[src/rtl/instr_decode_stage.sv]
// Decode-stage front end: 2-entry skid FIFO between fetch and decode.
// Opcodes are classified into the immediate-format code on the way in.
module instr_decode_stage #(
    parameter int XLEN  = 32,
    parameter int DEPTH = 2
) (
    input  logic            clk,
    input  logic            rst,
    input  logic            flush,
    input  logic            if_valid,
    output logic            if_ready,
    input  logic [XLEN-1:0] if_pc,
    input  logic [XLEN-1:0] if_instr,
    output logic            id_valid,
    input  logic            id_ready,
    output logic [XLEN-1:0] id_pc,
    output logic [XLEN-1:0] id_instr,
    output logic [2:0]      id_ExtOp,
    output logic            id_illegal
);

    typedef struct packed {
        logic [XLEN-1:0] pc;
        logic [XLEN-1:0] instr;
        logic [2:0]      ext_op;
        logic            illegal;
    } entry_t;

    entry_t     r_mem [DEPTH];
    logic       r_rd;
    logic       r_wr;
    logic [1:0] r_cnt;

    logic       w_push;
    logic       w_pop;
    logic [2:0] w_ext;
    logic       w_ill;
    entry_t     w_head;

    always_comb begin
        w_ext = 3'b111;
        w_ill = 1'b0;
        case (if_instr[6:0])
            7'b0010011, 7'b0000011,
            7'b1100111, 7'b1110011: w_ext = 3'b000;
            7'b0110111, 7'b0010111: w_ext = 3'b001;
            7'b0100011:             w_ext = 3'b010;
            7'b1100011:             w_ext = 3'b011;
            7'b1101111:             w_ext = 3'b100;
            7'b0110011:             w_ext = 3'b111;
            default:                w_ill = 1'b1;
        endcase
    end

    // if_ready comes only from the registered count, so there is no id_ready -> if_ready path
    assign if_ready = (r_cnt != 2'd2);
    assign id_valid = (r_cnt != 2'd0);
    assign w_push   = if_valid & if_ready & ~flush;
    assign w_pop    = id_valid & id_ready & ~flush;

    always_ff @(posedge clk) begin
        if (w_push)
            r_mem[r_wr] <= '{pc: if_pc, instr: if_instr, ext_op: w_ext, illegal: w_ill};
    end

    always_ff @(posedge clk or posedge rst) begin
        if (rst) begin
            r_cnt <= 2'd0;
            r_rd  <= 1'b0;
            r_wr  <= 1'b0;
        end else if (flush) begin
            r_cnt <= 2'd0;
            r_rd  <= 1'b0;
            r_wr  <= 1'b0;
        end else begin
            if (w_push) r_wr <= ~r_wr;
            if (w_pop)  r_rd <= ~r_rd;
            r_cnt <= r_cnt + {1'b0, w_push} - {1'b0, w_pop};
        end
    end

    assign w_head     = r_mem[r_rd];
    assign id_pc      = id_valid ? w_head.pc      : '0;
    assign id_instr   = id_valid ? w_head.instr   : '0;
    assign id_ExtOp   = id_valid ? w_head.ext_op  : 3'b111;
    assign id_illegal = id_valid ? w_head.illegal : 1'b0;

endmodule

[config.mk]
export PLATFORM = sky130hd
export DESIGN_NAME = instr_decode_stage
export DESIGN_NICKNAME = d
export VERILOG_FILES = /design/src/rtl/instr_decode_stage.sv
export SDC_FILE = /design/constraint.sdc
export NUM_CORES = 1
export LEC_CHECK = 0
export ABC_AREA = 0
export BUFFER_PORTS_ARGS = -buffer_cell sky130_fd_sc_hd__buf_2
export CORE_ASPECT_RATIO = 0.75
export CORE_MARGIN = 5
export CORE_UTILIZATION = 50
export DETAILED_ROUTE_END_ITERATION = 8
export GPL_ROUTABILITY_DRIVEN = 0
export GPL_TIMING_DRIVEN = 0
export HOLD_SLACK_MARGIN = 0.03
export PLACE_DENSITY = 0.82
export SYNTH_ARGS = -nofsm -noshare
export SYNTH_HDL_FRONTEND = slang
export SYNTH_SLANG_ARGS = --single-unit
[constraint.sdc]
create_clock -name clk -period 4.7 [get_ports clk]
set_input_delay 0 -clock clk [delete_from_list [all_inputs] [get_ports clk]]
set_output_delay 0 -clock clk [all_outputs]
set_load 0.01 [all_outputs]
# ---- After elaboration in Yosys (flattened, before gate mapping)
# Memory sizes are Yosys's and may differ from the RTL's.
# Index checks and enable logic that the tools add are counted.
# Widths: inputs -> output; s select.
dict set report totals {
  input_bits 69
  memories 1
  mem_bits_rw 136
  word_cells 43
  register_bits 4
  out_inout_bits 70
}
# name words word_bits read_ports rd_ports_with_merged_regs write_ports line_no
set mem_list {}
lappend mem_list {r_mem 2 68 1 0 1 29} ;# entry_t r_mem [DEPTH];
dict set report classes {
  eq_ne 11
  n_bitwise 7
  n_addsub 2
  muxes 13
  n_reduce_logical 6
}
# op count
set op_table {}
lappend op_table {{$mux 32} 2}
lappend op_table {{$eq 7x7->1 const B} 4}
lappend op_table {{$eq 7x6->1 const B} 3}
lappend op_table {{$pmux 3 s5} 1}
lappend op_table {{$eq 7x5->1 const B} 2}
lappend op_table {{$reduce_or 10->1} 1}
lappend op_table {{$mux 1} 8}
lappend op_table {{$eq 7x2->1 const B} 1}
lappend op_table {{$reduce_bool 2->1} 3}
lappend op_table {{$and 1x1->1} 4}
lappend op_table {{$reduce_or 4->1} 1}
lappend op_table {{$mux 3} 1}
lappend op_table {{$not 1->1} 3}
lappend op_table {{$add 2x1->2} 1}
lappend op_table {{$mux 2} 1}
lappend op_table {{$ne 2x2->1 const B} 1}
lappend op_table {{$reduce_or 2->1} 1}
lappend op_table {{$sub 2x1->2} 1}

# ---- Depth between registers and ports, before layout
# Gate-level depths: netlist of the first run.
dict set report logic_depth {
  ltp_word 6
  mapped_depth 7
  ltp_nobuf 7
}

# ---- Worst setup path after synthesis of the first run
# No wires, ideal clock.
dict set report synth_timing {
  kind {register to register}
  start {register r_cnt[0]}
  end {memory r_mem[0][0] (netlist name) (enable)}
  n_path_buf 0
  stages_incl_launch_ff 4
  t_required_ps 4205
  arrival_ps 3572
  synth_period_minus_slack_ps 4066
  setup_ps 495
  slack_ps 634
  path_cell_list {dfrtp_1 nand2b_1 nand3b_1 nor2_1}
}
dict set report synth_between {
  elab_chain_len 5
}
# item line_no
set synth_rtl {}
lappend synth_rtl {{start, declared} 32} ;# logic [1:0] r_cnt;
lappend synth_rtl {{start signal, assigned} 78} ;# r_cnt <= r_cnt + {1'b0, w_push} - {1'b0, w_pop};
lappend synth_rtl {{$ne 2x2->1} 56} ;# assign if_ready = (r_cnt != 2'd2);
lappend synth_rtl {{named net if_ready} 11} ;# output logic if_ready,
lappend synth_rtl {{$and 1x1->1 (2 in a row)} 58} ;# assign w_push = if_valid & if_ready & ~flush;
lappend synth_rtl {{$mux 1} 62} ;# if (w_push)
lappend synth_rtl {{$mux 1 (implied by the code)} 63} ;# r_mem[r_wr] <= '{pc: if_pc, instr: if_instr, ext_op: w_ext, illegal: w_ill};
lappend synth_rtl {{end, declared} 29}
# The timed path passes the listed nets, and every way through them passes these cells.

# ---- Worst setup path after layout of the first run
dict set report layout_timing {
  start {register r_cnt[0]}
  end {memory r_mem[1][12] (netlist name) (enable)}
}
dict set report layout_between {
  elab_chain_len 5
}
# item line_no
set layout_rtl {}
lappend layout_rtl {{$ne 2x2->1} 56}
lappend layout_rtl {{$and 1x1->1 (2 in a row)} 58}
lappend layout_rtl {{$mux 1} 62}
lappend layout_rtl {{$mux 1 (implied by the code)} 63}
# No other way between the ends.

==> results of run 1 <==
## synthesized netlist by cell type (3+ instances only)
master      n
edfxtp_1  136
dfrtp_1     4
buf_4      10
mux2i_1    68
nand3_1     4
o21ai_1     3
inv_1       3
nor2_1     74
buf_2       3
nand2_1     6
## power by group through the flow
| stage | sequential, W | clock (W) | combinational (W) |
|---|---|---|---|
| 6_report | 0.00147 | 0.00155 | 0.000734 |
| 3_3_place_gp | 0.00150 | 0 | 0.000661 |
| 5_1_grt | 0.00147 | 0.00163 | 0.000798 |
| 2_1_floorplan | 0.00149 | 0 | 0.000418 |
| 3_5_place_dp | 0.00149 | 0 | 0.000690 |
| 4_1_cts | 0.00146 | 0.00158 | 0.000740 |
## cell families after synthesis
kind of cell	after synthesis
xor+xnor	3
buf+inv	21
compound gates	12
fa+ha+maj	2
mux	68
flops	140
simple gates	96
## worst register-to-register path, delay by kind of cell, from the launching register on
family	cells	cell delay (ns)
buf+inv	1	0.27
simple gates	3	0.85
flops	1	0.39
## worst paths after layout
check | start | endpoint | cells after the start
max | r_cnt[0]$_DFF_PP0_ | r_mem[1][12]$_DFFE_PP_ | 4
max in group asynchronous | rst | r_rd$_DFFE_PP0P_ | 4
min | if_valid | r_mem[0][42]$_DFFE_PP_ | 3
min reg2reg | r_wr$_DFFE_PP0P_ | r_mem[0][42]$_DFFE_PP_ | 1
max reg2reg | r_cnt[0]$_DFF_PP0_ | r_mem[1][12]$_DFFE_PP_ | 4
min in group asynchronous | rst | r_wr$_DFFE_PP0P_ | 4
## per-layer routing
metal	track usage [%]	up-vias
met2	34.0	146
li1	-	1727
met1	21.9	1751
met3	5.91	8
met4	5.77	0
met5	0	-
## repair_timing
action,in CTS,in global routing
resized for setup,0,0
hold buffers,69,0
endpoints found under the hold margin,138,0
## flip-flops by register name, indices dropped and copies added (netlist names)
name   count
r_rd       1
r_mem    136
r_cnt      2
r_wr       1
## area by class of cell
class	instances	area share, %
plain buffers	17	1.84
clock buffers	18	5.44
repair buffers	211	18.5
multi-input cells	181	15.4
inverters	4	0.190
well taps	140	2.22
clock inverters	14	3.36
flip-flops and latches	140	53.0
## through the flow
step	instances	setup TNS, ns	cell area (µm²)	setup slack [ns]	hold slack (ns)
6_report	725	0	7890	2.86	0.277
5_1_grt	725	0	7890	2.78	0.279
4_1_cts	725	0	7890	2.86	0.258
3_5_place_dp	624	0	6510	2.88	-0.105
3_3_place_gp	620	-114.97	6410	-0.866	-0.115
2_1_floorplan	342	0	5550	0.634	-0.234
==> summary.md, run 1 <==
| Metric | Value |
|---|---|
| RSZ-0062 raised after global routing | `no` |
| Leak pwr | `3.05 nW` |
| Vias in the first global route | `3,817` |
| Commonest non-fill, non-tap cells in the layout | `buf_2, edfxtp_1, nor2_1` |
| Dominant synthesized flop cell | `edfxtp_1` |
| Clock Path Buffers | `2` |
| CP top delay family | `simple AND/OR/NAND/NOR gates` |
| Fill count | `687` |
| H-tree levels | `4` |
| Sequential fraction of the synthesis area | `75.4%` |
| Row Count | `33` |
| Synth top area cells | `edfxtp_1, mux2i_1, nor2_1, dfrtp_1, buf_4` |
| Dpl hpwl | `7710 µm` |
| Metal-1 WL | `5110 µm` |
| Worst setup SP type | `flop` |
| Total count of max-transition violations in the final report | `0` |
| Int Pwr | `0.00282 W` |
| Xor/xnor share of the synthesized area | `0.474%` |
| Largest family of logic cells by synthesized area | `multiplexers` |
| Met3 routed WL | `745 µm` |
| Seq pwr share | `39.1%` |
| Clk sink count | `140` |
| Adder-Cell Fraction of Synth Area | `0.451%` |
| Clk pwr share | `41.4%` |
| Layout cells sized above 1 | `32.6%` |
| Worst rel slew slack | `71.6%` |
| Register area | `4180 µm²` |
| Overall fraction of global-route tracks in use | `18.8%` |
| VDD IR-drop max | `0.296 mV` |
| Highest metal used | `met4` |
| Residual DRC | `0` |
| Core area | `10,900 µm²` |
| Worst setup EP type | `flop` |
| Final net count | `643` |
| Die area | `13,300 µm²` |
| Diode count | `0` |
| Core Util, Final | `72.4%` |
| Actual slew at the worst max-slew pin | `0.425 ns` |
| IO Count | `139` |
| Yosys cell types | `33` |
| Compound-cell area share of the yosys netlist | `1.29%` |
| Critical Path Slowest Stage Cell | `nor2_4` |
| Via Count | `3,632` |
| Drt first pass iters | `4` |
| Commonest non-fill, non-tap cell in the layout | `buf_2` |
| Final clock period utilization by the worst path | `39.2%` |
| Clk_lat worst skew | `0.41 ns` |
| Max incr delay on CP | `0.41 ns` |
| Outcome | `complete, no violations` |
| Routed Antenna Nets | `0` |
| Syn Std Cell Area | `5550 µm²` |
| Met2 WL | `6400 µm` |
| Wire length per cell | `17.0 µm` |
| Mux cell area share after synthesis | `12.3%` |
| CTS tree | `done` |
| CTS Root Cell | `clkbuf_16` |
| Final setup viols | `0` |
| Overall die width | `132 µm` |
| First-pass GRT wire length | `19,400 µm` |
| CP Class | `flop to flop` |
| Gr ovfl total | `0` |
| Vert. Die Dim | `101 µm` |
| Post-synth EDFFs | `136` |
| Total wire length | `12,300 µm` |
| Reg clk slew, reported paths | `0.06 ns` |
| Port Buf Inserts | `138` |
| Area occupied by multi-input gates | `1220 µm²` |
| Initial DRC count | `155` |
| Area delta synth->final | `42.3%` |
| Mean Syn Cell Area | `16.2 µm²` |
| Pwr Density | `475 nW/µm²` |
| CP cell instances | `nand2b_1 > nand3b_1 > nor2_4 > buf_12` |
| Starting density of the core | `50.9%` |
| CTS buffer count | `17` |
| Antenna violations before repair | `0` |
| Worst Path Max Fanout | `32` |
| Post-synth top area share | `73.6%` |
| Hold Path Class | `input pin to flop` |
| CP arrival | `1.93 ns` |
| Required @ worst endpoint | `4.79 ns` |
| Post-synth ARST share | `2.86%` |
| Post-CTS Setup Repair Bufs | `0` |
| Minimum clock period | `1.84 ns` |
| Post-Syn Nets | `413` |
| WP buf/inv | `1` |
| Yosys reg bits | `140` |
| Post-synthesis cell count | `342` |
| Overall power | `0.00375 W` |
| Post-synthesis simple-gate area fraction | `7.22%` |
| Leading area contributor after synthesis | `edfxtp_1` |
| Maxcap violations | `0` |
| Clock skew | `0.0129 ns` |
| Warnings, synthesis | `0` |
| R2R Setup Slk | `2.86 ns` |
| Pin count of the biggest net entering global routing | `33` |
| Final hold vios | `0` |
| Vias per cell | `5.01` |
| Max Freq | `0.543 GHz` |
| Sw Share | `24.8%` |
| Comb pwr share | `19.6%` |
| Switching Power | `0.000929 W` |
Note: power is estimated with default switching activity, not from simulation.
==> run 2, diff against run 1 <==
- ABC_AREA: 0 -> 1
- clock period: 4.7 -> 1.7 ns (I/O delays scaled with it)
==> summary.md, run 2 <==
| Metric | Value |
|---|---|
| Outcome | `complete, no violations` |
| CP arrival | `1.98 ns (+0.05 ns)` |
| Worst flop-to-flop path startpoint | `r_cnt[0]$_DFF_PP0_` |
| Commonest non-fill, non-tap cell in the layout | `nand2_1` |
| Routed Antenna Nets | `0 (unchanged)` |
| Dominant synthesized flop cell | `edfxtp_1` |
| Placed Instances | `703 (+13%)` |
| Post-place instance area | `6470 µm² (-0.54%)` |
| Minimum clock period | `1.69 ns (-0.149 ns)` |
| Clk sink count | `140 (unchanged)` |
| Reg clk slew, reported paths | `0.06 ns (about the same)` |
| R2R Setup Slk | `0.008 ns (-2.85 ns)` |
| Actual slew at the worst max-slew pin | `0.434 ns (+0.00817 ns)` |
| Drt first pass iters | `5 (+1)` |
| CTS tree | `done` |
| Commonest non-fill, non-tap cells in the layout | `nand2_1, buf_2, edfxtp_1` |
| Synth cell count leaders | `nand2_1, edfxtp_1, a21oi_1, nor2_1` |
| RSZ-0062 raised after global routing | `yes` |
| Clock skew | `0.0105 ns (-0.00239 ns)` |
| IO Count | `139 (unchanged)` |
| VDD IR-drop max | `0.895 mV (+200%)` |
| HP Start | `if_instr[8]` |
| Max Freq | `0.591 GHz (+8.8%)` |
| Diode count | `0 (unchanged)` |
| Worst rel slew slack | `71.0% (-0.61 points)` |
| Final std cells w/o fill | `808 (+11%)` |
| Vias in the first global route | `4,261 (+12%)` |
| Antenna violations before repair | `0 (unchanged)` |
| Maxcap violations | `0 (unchanged)` |
| Worst setup SP type | `flop` |
| Final setup viols | `0 (unchanged)` |
| First-pass GRT wire length | `21,400 µm (+10%)` |
| Worst setup EP type | `flop` |
| Total wire length | `13,600 µm (+10%)` |
| Fin Hold WS | `0.302 ns (+0.0252 ns)` |
| Worst Path Max Fanout | `4 (-88%)` |
| Via Count | `4,069 (+12%)` |
| Count leader, synth | `nand2_1` |
| Leading area contributor after synthesis | `edfxtp_1` |
| Synth top area cells | `edfxtp_1, nand2_1, a21oi_1, buf_6, dfrtp_1` |
| Critical path startpoint | `r_cnt[0]$_DFF_PP0_` |
| Core area | `10,900 µm² (-0.38%)` |
| H-tree levels | `4 (unchanged)` |
| Wire length per cell | `16.9 µm (-0.85%)` |
| Hold Path Class | `input pin to flop` |
| CTS buffer count | `17 (unchanged)` |
| Area delta synth->final | `42.9%` |
| Starting density of the core | `50.7% (-0.24 points)` |
| Vert. Die Dim | `101 µm (-0.39%)` |
| Mean Syn Cell Area | `13.1 µm² (-19%)` |
| Final worst slack | `0.00794 ns (-2.85 ns)` |
| Total count of max-transition violations in the final report | `0 (unchanged)` |
| Yosys cell types | `20 (-39%)` |
| Post-synth ARST share | `2.86% (unchanged)` |
| Layout cells sized above 1 | `33.1% (+0.43 points)` |
| Warnings, synthesis | `0 (unchanged)` |
| Gr ovfl total | `0 (unchanged)` |
| Top Registers | `r_mem (136), r_cnt (2)` |
| Initial DRC count | `343 (+120%)` |
| Fin area | `7860 µm² (-0.43%)` |
| Vias per cell | `5.04 (+0.52%)` |
| Pwr Density | `1230 nW/µm² (+160%)` |
| Yosys reg bits | `140 (unchanged)` |
| Cell count of the worst hold path | `2 (-1)` |
| Required @ worst endpoint | `1.99 ns (-2.80 ns)` |
| CTS Root Cell | `clkbuf_16` |
| Post-synth EDFFs | `136 (unchanged)` |
| Sequential fraction of the synthesis area | `76.1% (+0.65 points)` |
| Clock Path Buffers | `2 (unchanged)` |
| Leak pwr | `3.21 nW (+5.2%)` |
| R2r endpoint | `r_cnt[1]$_DFF_PP0_` |
| Post-synth top area share | `74.2% (+0.64 points)` |
| Residual DRC | `0 (unchanged)` |
| Number of flip-flops in the largest register | `136 (unchanged)` |
| CP Class | `flop to flop` |
| Pre-CTS setup slack | `-0.0161 ns (-2.90 ns)` |
| Row Count | `33 (unchanged)` |
| Pin count of the biggest net entering global routing | `31 (-6.1%)` |
| Clk_lat worst skew | `0.41 ns (about the same)` |
| Final net count | `728 (+13%)` |
| Syn Std Cell Area | `5500 µm² (-0.86%)` |
| Hold endpoint | `r_mem[1][12]$_DFFE_PP_` |
| Overall fraction of global-route tracks in use | `20.8% (+2.0 points)` |
| Port Buf Inserts | `138 (unchanged)` |
| Post-Syn Nets | `492 (+19%)` |
| Overall die width | `131 µm (-0.40%)` |
| Worst reg2reg path depth | `9 (+5)` |
| Final clock period utilization by the worst path | `99.5% (+60 points)` |
| Dpl hpwl | `8230 µm (+6.8%)` |
| Top reg by flops | `r_mem` |
| Die area | `13,200 µm² (-0.78%)` |
| Core Util, Final | `72.4% (about the same)` |
| Post-synthesis cell count | `421 (+23%)` |
| Final hold vios | `0 (unchanged)` |
## run 2: worst max-delay path by stage
stage | end | slack, ns | depth (start not counted)
final | r_cnt[1]$_DFF_PP0_ | 0.008 | 9
after global routing | r_cnt[1]$_DFF_PP0_ | -0.08 | 9
after CTS | id_instr[15] | -0.006 | 6
after detailed placement | r_mem[0][13]$_DFFE_PP_ | -0.02 | 7
after global placement | r_mem[0][6]$_DFFE_PP_ | -0.94 | 6
after floorplan | r_mem[0][0]$_DFFE_PP_ | -0.46 | 6
## run 2: per-layer routing
layer	up-vias	track usage [%]	part of all wire, %	routed length (µm)
met1	1935	24.8	39	5350
met2	175	36.3	52	7060
met3	19	7.09	7.9	1080
met5	-	0	0	0
met4	0	6.07	1.0	138
li1	1940	-	-	-
## run 2: critical path: stages (launching register included)
cell and delay [ns]:
dfrtp_1 0.43, nor2_4 0.17, inv_2 0.07, nand2_1 0.09, nor2_1 0.05, ha_1 0.28, inv_1 0.07, ha_2 0.18
xor2_1 0.15, nor2_1 0.07
## run 2: where the power goes
| group | switching [W] | leakage, nW | internal [W] |
|---|---|---|---|
| clock | 0.00134 | 0.261 | 0.00213 |
| combinational | 0.00126 | 1.66 | 0.000884 |
| sequential | 0.0000651 | 1.29 | 0.00401 |
| total | 0.00267 | 3.21 | 0.00703 |
## run 2: per-stage QoR
step,TNS (ns),total power [W]
after CTS,-0.0103,0.00961
after global placement,-117.54,0.00594
final,0,0.00969
after global routing,-0.101,0.0101
after floorplan,-52.46,0.00524
after detailed placement,-0.760,0.00602
## run 2: cell families after synthesis
group	share of synthesized area (%)
flops	76.1
xor+xnor	0.319
simple gates	12.4
buf+inv	4.19
compound gates	6.60
fa+ha+maj	0.455
## run 2: timing repair
| item | in CTS | in global routing |
|---|---|---|
| gates resized for setup | 1 | 24 |
| endpoints found under the setup margin | 61 | 52 |
| hold endpoints to repair | 138 | 0 |
| setup buffers | 1 | 4 |
| hold buffers | 69 | 0 |
| gates cloned | 0 | 1 |
| pin swaps | 1 | 3 |
## run 2: final cells by class
| type | count | area, µm² |
|---|---|---|
| sequential | 140 | 4190 |
| fill | 716 | 3000 |
| timing repair buffer | 217 | 1540 |
| multi-input combinational | 246 | 1150 |
| clock buffer | 18 | 429 |
| buffer | 22 | 201 |
| tap | 140 | 175 |
| clock inverter | 12 | 125 |
| inverter | 13 | 58.8 |
==> run 3, diff against run 2 <==
- CORE_UTILIZATION: 50 -> 53
- PLACE_DENSITY: 0.82 -> 0.86
==> summary.md, run 3 (same netlist as run 2, synthesis figures left out) <==
| Metric | Value |
|---|---|
| Maxcap violations | `0 (unchanged)` |
| Wire length per cell | `16.7 µm (-0.74%)` |
| Worst Path Max Fanout | `6 (+2)` |
| Sum Neg Setup Slack | `0 ns (unchanged)` |
| Overall power | `0.00975 W (+0.61%)` |
| Fin area | `7860 µm² (about the same)` |
| Worst reg2reg path depth | `9 (unchanged)` |
| Vert. Die Dim | `98.2 µm (-2.6%)` |
| Vias per cell | `5.02 (-0.39%)` |
| Final net count | `732 (+0.55%)` |
| Placed Instances | `699 (-0.57%)` |
| Antenna violations before repair | `0 (unchanged)` |
| Port Buf Inserts | `138 (unchanged)` |
| Pin count of the biggest net entering global routing | `32 (+3.2%)` |
| First-pass GRT wire length | `21,600 µm (+1.0%)` |
| Worst rel slew slack | `80.5% (+9.5 points)` |
| Final clock period utilization by the worst path | `96.9% (-2.6 points)` |
| Clk sink count | `140 (unchanged)` |
| Commonest non-fill, non-tap cells in the layout | `nand2_1, buf_2, edfxtp_1` |
| H-tree levels | `4 (unchanged)` |
| Gr ovfl total | `0 (unchanged)` |
| VDD IR-drop max | `1.07 mV (+20%)` |
| Reg clk slew, reported paths | `0.06 ns (about the same)` |
| Pwr Density | `1240 nW/µm² (+0.57%)` |
| Fill count | `605 (-16%)` |
| Switching Power | `0.00272 W (+1.7%)` |
| Drt first pass iters | `4 (-1)` |
| Clk_lat worst skew | `0.41 ns (about the same)` |
| Final hold vios | `0 (unchanged)` |
| Post-place instance area | `6470 µm² (about the same)` |
| Max Freq | `0.607 GHz (+2.7%)` |
| Commonest non-fill, non-tap cell in the layout | `nand2_1` |
| Top Registers | `r_mem (136), r_cnt (2)` |
| Total wire length | `13,600 µm (-0.50%)` |
| RSZ-0062 raised after global routing | `yes` |
| Sw Share | `27.8% (+0.31 points)` |
| Overall die width | `128 µm (-2.7%)` |
| Number of flip-flops in the largest register | `136 (unchanged)` |
| Routed Antenna Nets | `0 (unchanged)` |
| Worst setup EP type | `flop` |
| Dpl hpwl | `8150 µm (-1.0%)` |
| Leak pwr | `3.23 nW (+0.62%)` |
| Row Count | `32 (-3.0%)` |
| Die area | `12,500 µm² (-5.2%)` |
| CTS Root Cell | `clkbuf_16` |
| Worst setup SP type | `flop` |
| Final std cells w/o fill | `810 (+0.25%)` |
| Int Pwr | `0.00704 W (+0.19%)` |
| Clock skew | `0.0103 ns (-0.000194 ns)` |
| Area delta synth->final | `43.0% (about the same)` |
| CP Class | `flop to flop` |
| Comb pwr share | `21.7% (-0.4 points)` |
| Vias in the first global route | `4,384 (+2.9%)` |
| Clk pwr share | `36.5% (+0.7 points)` |
| Core area | `10,200 µm² (-6.0%)` |
| Outcome | `complete, no violations` |
| Residual DRC | `0 (unchanged)` |
| CTS buffer count | `17 (unchanged)` |
| Initial DRC count | `232 (-32%)` |
| Layout cells sized above 1 | `33.5% (+0.45 points)` |
| CTS tree | `done` |
| Overall fraction of global-route tracks in use | `22.3% (+1.5 points)` |
| Actual slew at the worst max-slew pin | `0.292 ns (-0.142 ns)` |
| R2R Setup Slk | `0.05 ns (+0.04 ns)` |
| Starting density of the core | `53.9% (+3.2 points)` |
| Cell count of the worst hold path | `2 (unchanged)` |
| Total count of max-transition violations in the final report | `0 (unchanged)` |
| Via Count | `4,063 (-0.15%)` |
| Diode count | `0 (unchanged)` |
| Final setup viols | `0 (unchanged)` |
| Minimum clock period | `1.65 ns (-0.0443 ns)` |
| Seq pwr share | `41.8% (-0.3 points)` |
| Top reg by flops | `r_mem` |
| Required @ worst endpoint | `1.99 ns (about the same)` |
| IO Count | `139 (unchanged)` |
| CP arrival | `1.94 ns (-0.04 ns)` |
| Clock Path Buffers | `2 (unchanged)` |
| Hold Path Class | `input pin to flop` |
-- run 3: critical path: stages (launching register included) --
cell and delay (ns):
dfrtp_1 0.43, nor2_4 0.17, inv_2 0.10, nand2_2 0.08, nor2_1 0.05, ha_1 0.28
inv_1 0.04, ha_1 0.18, xor2_1 0.16, nor2_1 0.05
-- run 3: power groups by stage --
stage	logic, W	clock network (W)	registers (W)
after global placement	0.00179	0	0.00414
final	0.00212	0.00356	0.00408
after detailed placement	0.00186	0	0.00414
after CTS	0.00202	0.00359	0.00407
after global routing	0.00231	0.00378	0.00409
after floorplan	0.00111	0	0.00413
-- run 3: layout make-up --
cell class	instances	area (µm²)	share of cell area, %
flip-flops and latches	140	4190	53.2
repair buffers	221	1540	19.5
multi-input cells	246	1140	14.5
clock buffers	19	433	5.51
plain buffers	22	199	2.53
well taps	136	170	2.16
clock inverters	13	144	1.83
inverters	13	58.8	0.748
-- run 3: path summary, 6_finish.rpt --
path | from | endpoint
max in group asynchronous | rst | r_cnt[1]$_DFF_PP0_
setup / recovery | r_cnt[0]$_DFF_PP0_ | r_cnt[1]$_DFF_PP0_
hold reg to reg | r_wr$_DFFE_PP0P_ | r_wr$_DFFE_PP0P_
min in group asynchronous | rst | r_wr$_DFFE_PP0P_
setup reg to reg | r_cnt[0]$_DFF_PP0_ | r_cnt[1]$_DFF_PP0_
hold / removal | if_pc[0] | r_mem[0][36]$_DFFE_PP_
-- run 3: through the flow --
stage	setup slack, ns	hold WS, ns	util [%]
after global routing	-0.0238	0.309	77.0
final	0.0522	0.316	77.0
after detailed placement	-0.118	-0.106	63.4
after CTS	-0.00827	0.298	76.0
after floorplan	-0.457	-0.234	-
after global placement	-0.918	-0.116	62.6
-- run 3: timing repair --
| action | CTS | global route |
|---|---|---|
| cloned | 0 | 0 |
| hold endpoints to repair | 138 | 0 |
| setup endpoints to repair | 59 | 79 |
| hold buffers | 69 | 0 |
| buffers inserted | 2 | 8 |
| pin swaps | 1 | 3 |
| gates resized for setup | 2 | 17 |
-- run 3: routing by layer --
layer | part of all wire [%] | GRT usage (%) | up-vias
met5 | 0 | 0 | -
met1 | 39 | 25.0 | 1936
li1 | - | - | 1953
met4 | 0.93 | 7.83 | 0
met3 | 6.7 | 6.18 | 15
met2 | 53 | 40.9 | 159
